<file path="config.mk">
export PLATFORM = sky130hd
export DESIGN_NAME = pu_pipe
export DESIGN_NICKNAME = d
export VERILOG_FILES = /design/src/rtl/pu_pipe.sv
export SDC_FILE = /design/constraint.sdc
export NUM_CORES = 1
export LEC_CHECK = 0
export CAP_MARGIN = 40
export CORE_UTILIZATION = 45
export DETAILED_ROUTE_END_ITERATION = 6
export GPL_TIMING_DRIVEN = 0
export PLACE_DENSITY = 0.68
export SYNTH_ARGS = -nofsm -noshare
export SYNTH_HDL_FRONTEND = slang
export SYNTH_SLANG_ARGS = --single-unit
</file>
<file path="constraint.sdc">
create_clock -name clk -period 14.18 [get_ports clk]
set_clock_uncertainty 0.05 [all_clocks]
set_input_delay 1.418 -clock clk [delete_from_list [all_inputs] [get_ports clk]]
set_output_delay 1.418 -clock clk [all_outputs]
set_load 0.02 [all_outputs]
</file>
<file path="src/rtl/pu_pipe.sv">
// Two-stage (fetch / execute) processing unit with relative branches, HALT and a retired-instruction counter.
// Fetch is combinational through iaddr/idata; taken branches and HALT flush the one instruction behind them.
module pu_pipe #(
    parameter int WIDTH = 16,
    parameter int PCW   = 8,
    parameter int CNTW  = 16
) (
    input  logic             clk,
    input  logic             rst,
    output logic [PCW-1:0]   iaddr,
    input  logic [15:0]      idata,
    output logic             we,
    output logic [2:0]       wad,
    output logic [WIDTH-1:0] wd,
    output logic             halted,
    output logic [CNTW-1:0]  icnt
);
    localparam int SHW = $clog2(WIDTH);

    typedef enum logic {S_RUN, S_HALT} state_t;

    state_t           r_state;
    state_t           w_state_nxt;
    logic [PCW-1:0]   r_pc;
    logic [PCW-1:0]   r_pc_ex;
    logic [15:0]      r_ir;
    logic             r_ir_vld;
    logic [WIDTH-1:0] r_rf [8];
    logic [CNTW-1:0]  r_icnt;

    logic             w_halted;
    logic             w_ex_vld;
    logic [3:0]       w_op;
    logic [2:0]       w_rd;
    logic [2:0]       w_ra;
    logic [2:0]       w_rb;
    logic [7:0]       w_imm;
    logic [WIDTH-1:0] w_ra_v;
    logic [WIDTH-1:0] w_rb_v;
    logic [WIDTH-1:0] w_rd_v;
    logic [WIDTH-1:0] w_sext_d;
    logic [PCW-1:0]   w_sext_pc;
    logic [PCW-1:0]   w_br_tgt;
    logic [WIDTH-1:0] w_res;
    logic             w_is_halt;
    logic             w_br_taken;
    logic             w_we;

    assign w_op      = r_ir[15:12];
    assign w_rd      = r_ir[11:9];
    assign w_ra      = r_ir[8:6];
    assign w_rb      = r_ir[5:3];
    assign w_imm     = r_ir[7:0];
    assign w_ra_v    = r_rf[w_ra];
    assign w_rb_v    = r_rf[w_rb];
    assign w_rd_v    = r_rf[w_rd];
    assign w_sext_d  = WIDTH'($signed(w_imm));
    assign w_sext_pc = PCW'($signed(w_imm));
    assign w_br_tgt  = r_pc_ex + w_sext_pc;

    // FSM: state register
    always_ff @(posedge clk) begin
        if (!rst) begin
            r_state <= S_RUN;
        end else begin
            r_state <= w_state_nxt;
        end
    end

    // FSM: next state
    always_comb begin
        w_state_nxt = r_state;
        if (r_state == S_RUN && w_is_halt) begin
            w_state_nxt = S_HALT;
        end
    end

    // FSM: outputs
    always_comb begin
        w_halted = (r_state == S_HALT);
        w_ex_vld = r_ir_vld && (r_state == S_RUN);
    end

    assign w_is_halt  = w_ex_vld && (w_op == 4'hF);
    assign w_br_taken = w_ex_vld && ((w_op == 4'hB) || ((w_op == 4'hA) && (w_rd_v == '0)));
    // Gating with rst keeps the in-flight instruction from writing during a reset cycle.
    assign w_we       = rst && w_ex_vld && (w_op >= 4'h1) && (w_op <= 4'h9);

    always_comb begin
        w_res = '0;
        case (w_op)
            4'h1:    w_res = w_ra_v + w_rb_v;
            4'h2:    w_res = w_ra_v - w_rb_v;
            4'h3:    w_res = w_ra_v & w_rb_v;
            4'h4:    w_res = w_ra_v | w_rb_v;
            4'h5:    w_res = w_ra_v ^ w_rb_v;
            4'h6:    w_res = w_ra_v << w_rb_v[SHW-1:0];
            4'h7:    w_res = w_ra_v >> w_rb_v[SHW-1:0];
            4'h8:    w_res = w_sext_d;
            4'h9:    w_res = w_rd_v + w_sext_d;
            default: w_res = '0;
        endcase
    end

    always_ff @(posedge clk) begin
        if (!rst) begin
            r_pc     <= '0;
            r_pc_ex  <= '0;
            r_ir     <= '0;
            r_ir_vld <= 1'b0;
            r_icnt   <= '0;
            for (int i = 0; i < 8; i++) begin
                r_rf[i] <= '0;
            end
        end else begin
            if (w_we) begin
                r_rf[w_rd] <= w_res;
            end
            if (w_ex_vld) begin
                r_icnt <= r_icnt + CNTW'(1);
            end
            // HALT freezes the PC and leaves a bubble in IR for good.
            if (w_halted || w_is_halt) begin
                r_ir_vld <= 1'b0;
            end else if (w_br_taken) begin
                r_pc     <= w_br_tgt;
                r_ir_vld <= 1'b0;
            end else begin
                r_pc     <= r_pc + PCW'(1);
                r_pc_ex  <= r_pc;
                r_ir     <= idata;
                r_ir_vld <= 1'b1;
            end
        end
    end

    assign iaddr  = r_pc;
    assign we     = w_we;
    assign wad    = w_we ? w_rd : 3'd0;
    assign wd     = w_we ? w_res : '0;
    assign halted = w_halted;
    assign icnt   = r_icnt;

endmodule

</file>
==> metrics.csv <==
stage;metric;value;unit
placed_design;gp_congestion;1.020;
timing;max_freq;103.3;MHz
pwr;clkPwrFrac;0.284;
floorplanning;start_util;0.4597;
pwr;p_int;1.084;mW
pwr;p_switching;0.6066;mW
job;cap_violations;0;
clocking;clockBufferDepth;2;
clocking;post_cts_buffers;0;
cells_and_area;synthToLayoutAreaGrowth;12.91;%
synth;avgSynthCellArea;10.22;um2
pwr;comb_power_share;0.345;
timing;period_share;0.6830;
drt;dr.pass1.iters;7;
clocking;postCtsResizedCells;0;
global_routing;grt_max_degree;17;
synth;synthAdderAreaFrac;0.06762;
worst_setup_path;reg2regPathDepth;19;
synth;synthArstFlopShare;0;
worst_setup_path;r2r_end;r_rf[3][15];
floorplanning;die_w;182.0;um
synth;synth_edf_count;128;
timing;fin_setup_tns;0;ps
clocking;htree_levels;4;
worst_setup_path;end_kind;output pin;
cells_and_area;fillCellCount;2806;
worst_setup_path;crit_required;12710;ps
synth;synth_top_family_by_area;multiplexers;
run_status;status;complete, no violations;
synth;synth_compound_area_frac;0.1218;
synth;synth_seq_cells;187;
cells_and_area;multiInputGateArea;8970;um2
worst_setup_path;cpMostUsedCell;a21oi_1;
synth;postSynthCellCount;1427;
synth;synth-simple-area-share;0.1558;
worst_setup_path;cpMaxStageDelayCell;a32oi_1;
synth;synth_cell_types;83;
synth;synth_xor_area_frac;0.03484;
cells_and_area;seqCellArea;5025;um2
clocking;numClockSinks;187;
hold_path;min_to;r_pc_ex[5];
drt;ant_nets;0;
synth;syn_area;14580;um2
worst_setup_path;critPathKind;reg -> out;
pwr;pwr-share-seq;0.371;
placed_design;dp.final_hpwl;40100;um
cells_and_area;layout.nets;1618;
cells_and_area;final_cells;1938;
pwr;p_leak;6.056;nW
timing;setup_viol;0;
drt;vias_per_cell;6.560;
pwr;p_sw_frac;0.3588;
pwr;peakVddDrop;94.89;uV
clocking;clock_latency;460;ps
global_routing;antenna_found_initial;0;
cells_and_area;drive_gt1_frac;0.1608;
synth;ys_warn_count;0;
worst_setup_path;cp.arrival;8220;ps
timing;max_slew_margin;0.2963;
placed_design;placed_cells;1906;
drt;drt-initial-drc-count;1505;
clocking;root_buffer;clkbuf_16;
floorplanning;io_pins;63;
floorplanning;core-area;31720;um2
hold_path;min_path_cells;2;
clocking;cts_tree;done;
floorplanning;placementRows;65;
timing;drv_slew;0;
worst_setup_path;slowest_delay;800;ps
global_routing;grt_overflow;0;
drt;wl_per_cell;26.97;um
floorplanning;die_y;182.0;um
global_routing;grt_pass1_vias;12590;
synth;ys.flop_type;edfxtp_1;
worst_setup_path;path_cells;buf_2 -> mux4_2 -> mux2i_4 -> clkbuf_1 -> clkbuf_1 -> ha_1 -> nand3_1 -> nor3_1 -> a21oi_1 -> xnor2_1 -> ha_1 -> a21o_1 -> a21o_1 -> a21oi_1 -> nand2_1 -> o21ai_0 -> o21ai_0 -> a32oi_1 -> a21oi_1 -> clkdlybuf4s50_1;
cells_and_area;antenna_cells;0;
timing;tightestPinTransition;1056;ps
global_routing;grt_pass1_wl;78420;um
clocking;numCtsBuffers;17;
drt;drt_wl_total;52270;um
timing;rsz0062_at_grt;no;
hold_path;holdCritStartpoint;r_pc_ex[5];
timing;hold_viol;0;
worst_setup_path;cp_max_fo;12;
worst_setup_path;rrSetupSlack;6840;ps
hold_path;hp-class;reg -> reg;
synth;synth_mux_area_frac;0.2343;
clocking;ctsHoldBuffers;0;
pwr;pwr_density_cell;102.7;nW/um2
placed_design;io_buffer_count;62;
timing;fin_crit;9685;ps
synth;synth_nets;1522;
worst_setup_path;setup.worst_path.start_class;flop;
global_routing;grt_util_all_layers;0.3212;
drt;num_vias;12710;
drt;drc;0;
floorplanning;die_area;33130;um2
clocking;path_clk_slew;70;ps
synth;yosysSeqAreaShare;0.3446;
-- synthesized netlist by cell type (13+ instances only) --
library cell | n | area, um2
dfxtp_1 | 59 | 1181
o21ai_0 | 36 | 180.2
buf_2 | 19 | 95.09
nand3_1 | 23 | 115.1
inv_1 | 47 | 176.4
mux2_2 | 40 | 450.4
nor2b_1 | 13 | 81.33
xor2_1 | 22 | 192.7
nor2_1 | 235 | 882.1
mux2i_1 | 64 | 640.6
nand2_1 | 123 | 461.7
clkbuf_1 | 56 | 210.2
edfxtp_1 | 128 | 3844
mux4_2 | 100 | 2252
ha_1 | 74 | 925.9
xnor2_1 | 36 | 315.3
nor3_1 | 27 | 135.1
a21oi_1 | 78 | 390.4
-- worst max-delay path by stage --
| stage | to | slack, ps | cells past startpoint |
|---|---|---|---|
| 2_1_floorplan | wd[15] | 7610 | 20 |
| 3_3_place_gp | wd[15] | 5180 | 20 |
| 3_5_place_dp | wd[15] | 5250 | 20 |
| 4_1_cts | wd[15] | 4740 | 20 |
| 5_1_grt | wd[15] | 4190 | 20 |
| 6_report | wd[15] | 4500 | 20 |
-- stage by stage --
stage | cell area, um2 | util | hold slack, ps | worst slack, ps | power, mW
2_1_floorplan | 14580 | - | 385.9 | 7605 | 1.016
3_3_place_gp | 15710 | 0.4951 | 399.9 | 5182 | 1.188
3_5_place_dp | 15890 | 0.5009 | 404.5 | 5254 | 1.201
4_1_cts | 16460 | 0.5191 | 419.2 | 4739 | 1.675
5_1_grt | 16460 | 0.5191 | 439.7 | 4185 | 1.749
6_report | 16460 | 0.5191 | 415.5 | 4495 | 1.691
-- cell usage in the layout, fill, tap and decap left out, types with 13 or more instances in the layout --
cell type        instances
mux2i_1                 64
clkbuf_16               17
nand2_1                123
xnor2_1                 36
nor3_1                  27
a21oi_1                 78
mux2_2                  40
mux4_2                 100
ha_1                    74
o21ai_0                 36
inv_1                   47
buf_2                   22
nand3_1                 23
clkdlybuf4s50_1         62
dfxtp_1                 59
nor2_1                 235
nor2b_1                 13
edfxtp_1               128
clkbuf_1                60
xor2_1                  22
-- routing by layer --
metal  vias to the layer above  track usage  part of all wire
met4                         0       0.1647             0.049
met3                       167      0.05856             0.094
met5                         -            0                 0
li1                       5557            -                 -
met2                       781       0.5180              0.47
met1                      6208       0.4132              0.39
-- power groups by stage --
stage,combinational [mW],clock [mW],sequential (mW)
after global placement,0.551,0,0.637
after global routing,0.615,0.504,0.629
final,0.583,0.480,0.627
after floorplan,0.386,0,0.630
after CTS,0.566,0.483,0.626
after detailed placement,0.563,0,0.638
-- cell families after synthesis --
group                      after synthesis
and+or+nand+nor                        501
AOI/OAI and AO/OA                      254
muxes                                  208
DFF                                    187
buffers and inverters                  142
adders and majority gates               77
xor gates and xnor gates                58
-- registers in the layout, indices dropped and copies added (netlist names), named ones only --
name      count
r_pc_ex       8
icnt         16
iaddr         8
halted        1
r_ir         16
r_rf        128
r_ir_vld      1
-- worst max-delay path: cells and delay by family, from the launching register on --
kind | cells | cell delay, ps
buf+inv | 4 | 2090
compound gates | 8 | 2590
xor+xnor | 1 | 180
mux | 2 | 1060
flops | 1 | 320
fa+ha+maj | 2 | 670
simple gates | 3 | 810
-- area by class of cell --
class	count	area share
inverters	49	0.01132
clock inverters	11	0.008283
repair buffers	77	0.04818
flip-flops and latches	187	0.3052
well taps	402	0.03055
plain buffers	93	0.02493
multi-input cells	1098	0.5448
clock buffers	21	0.02675
Note: power is estimated with default switching activity, not from simulation.
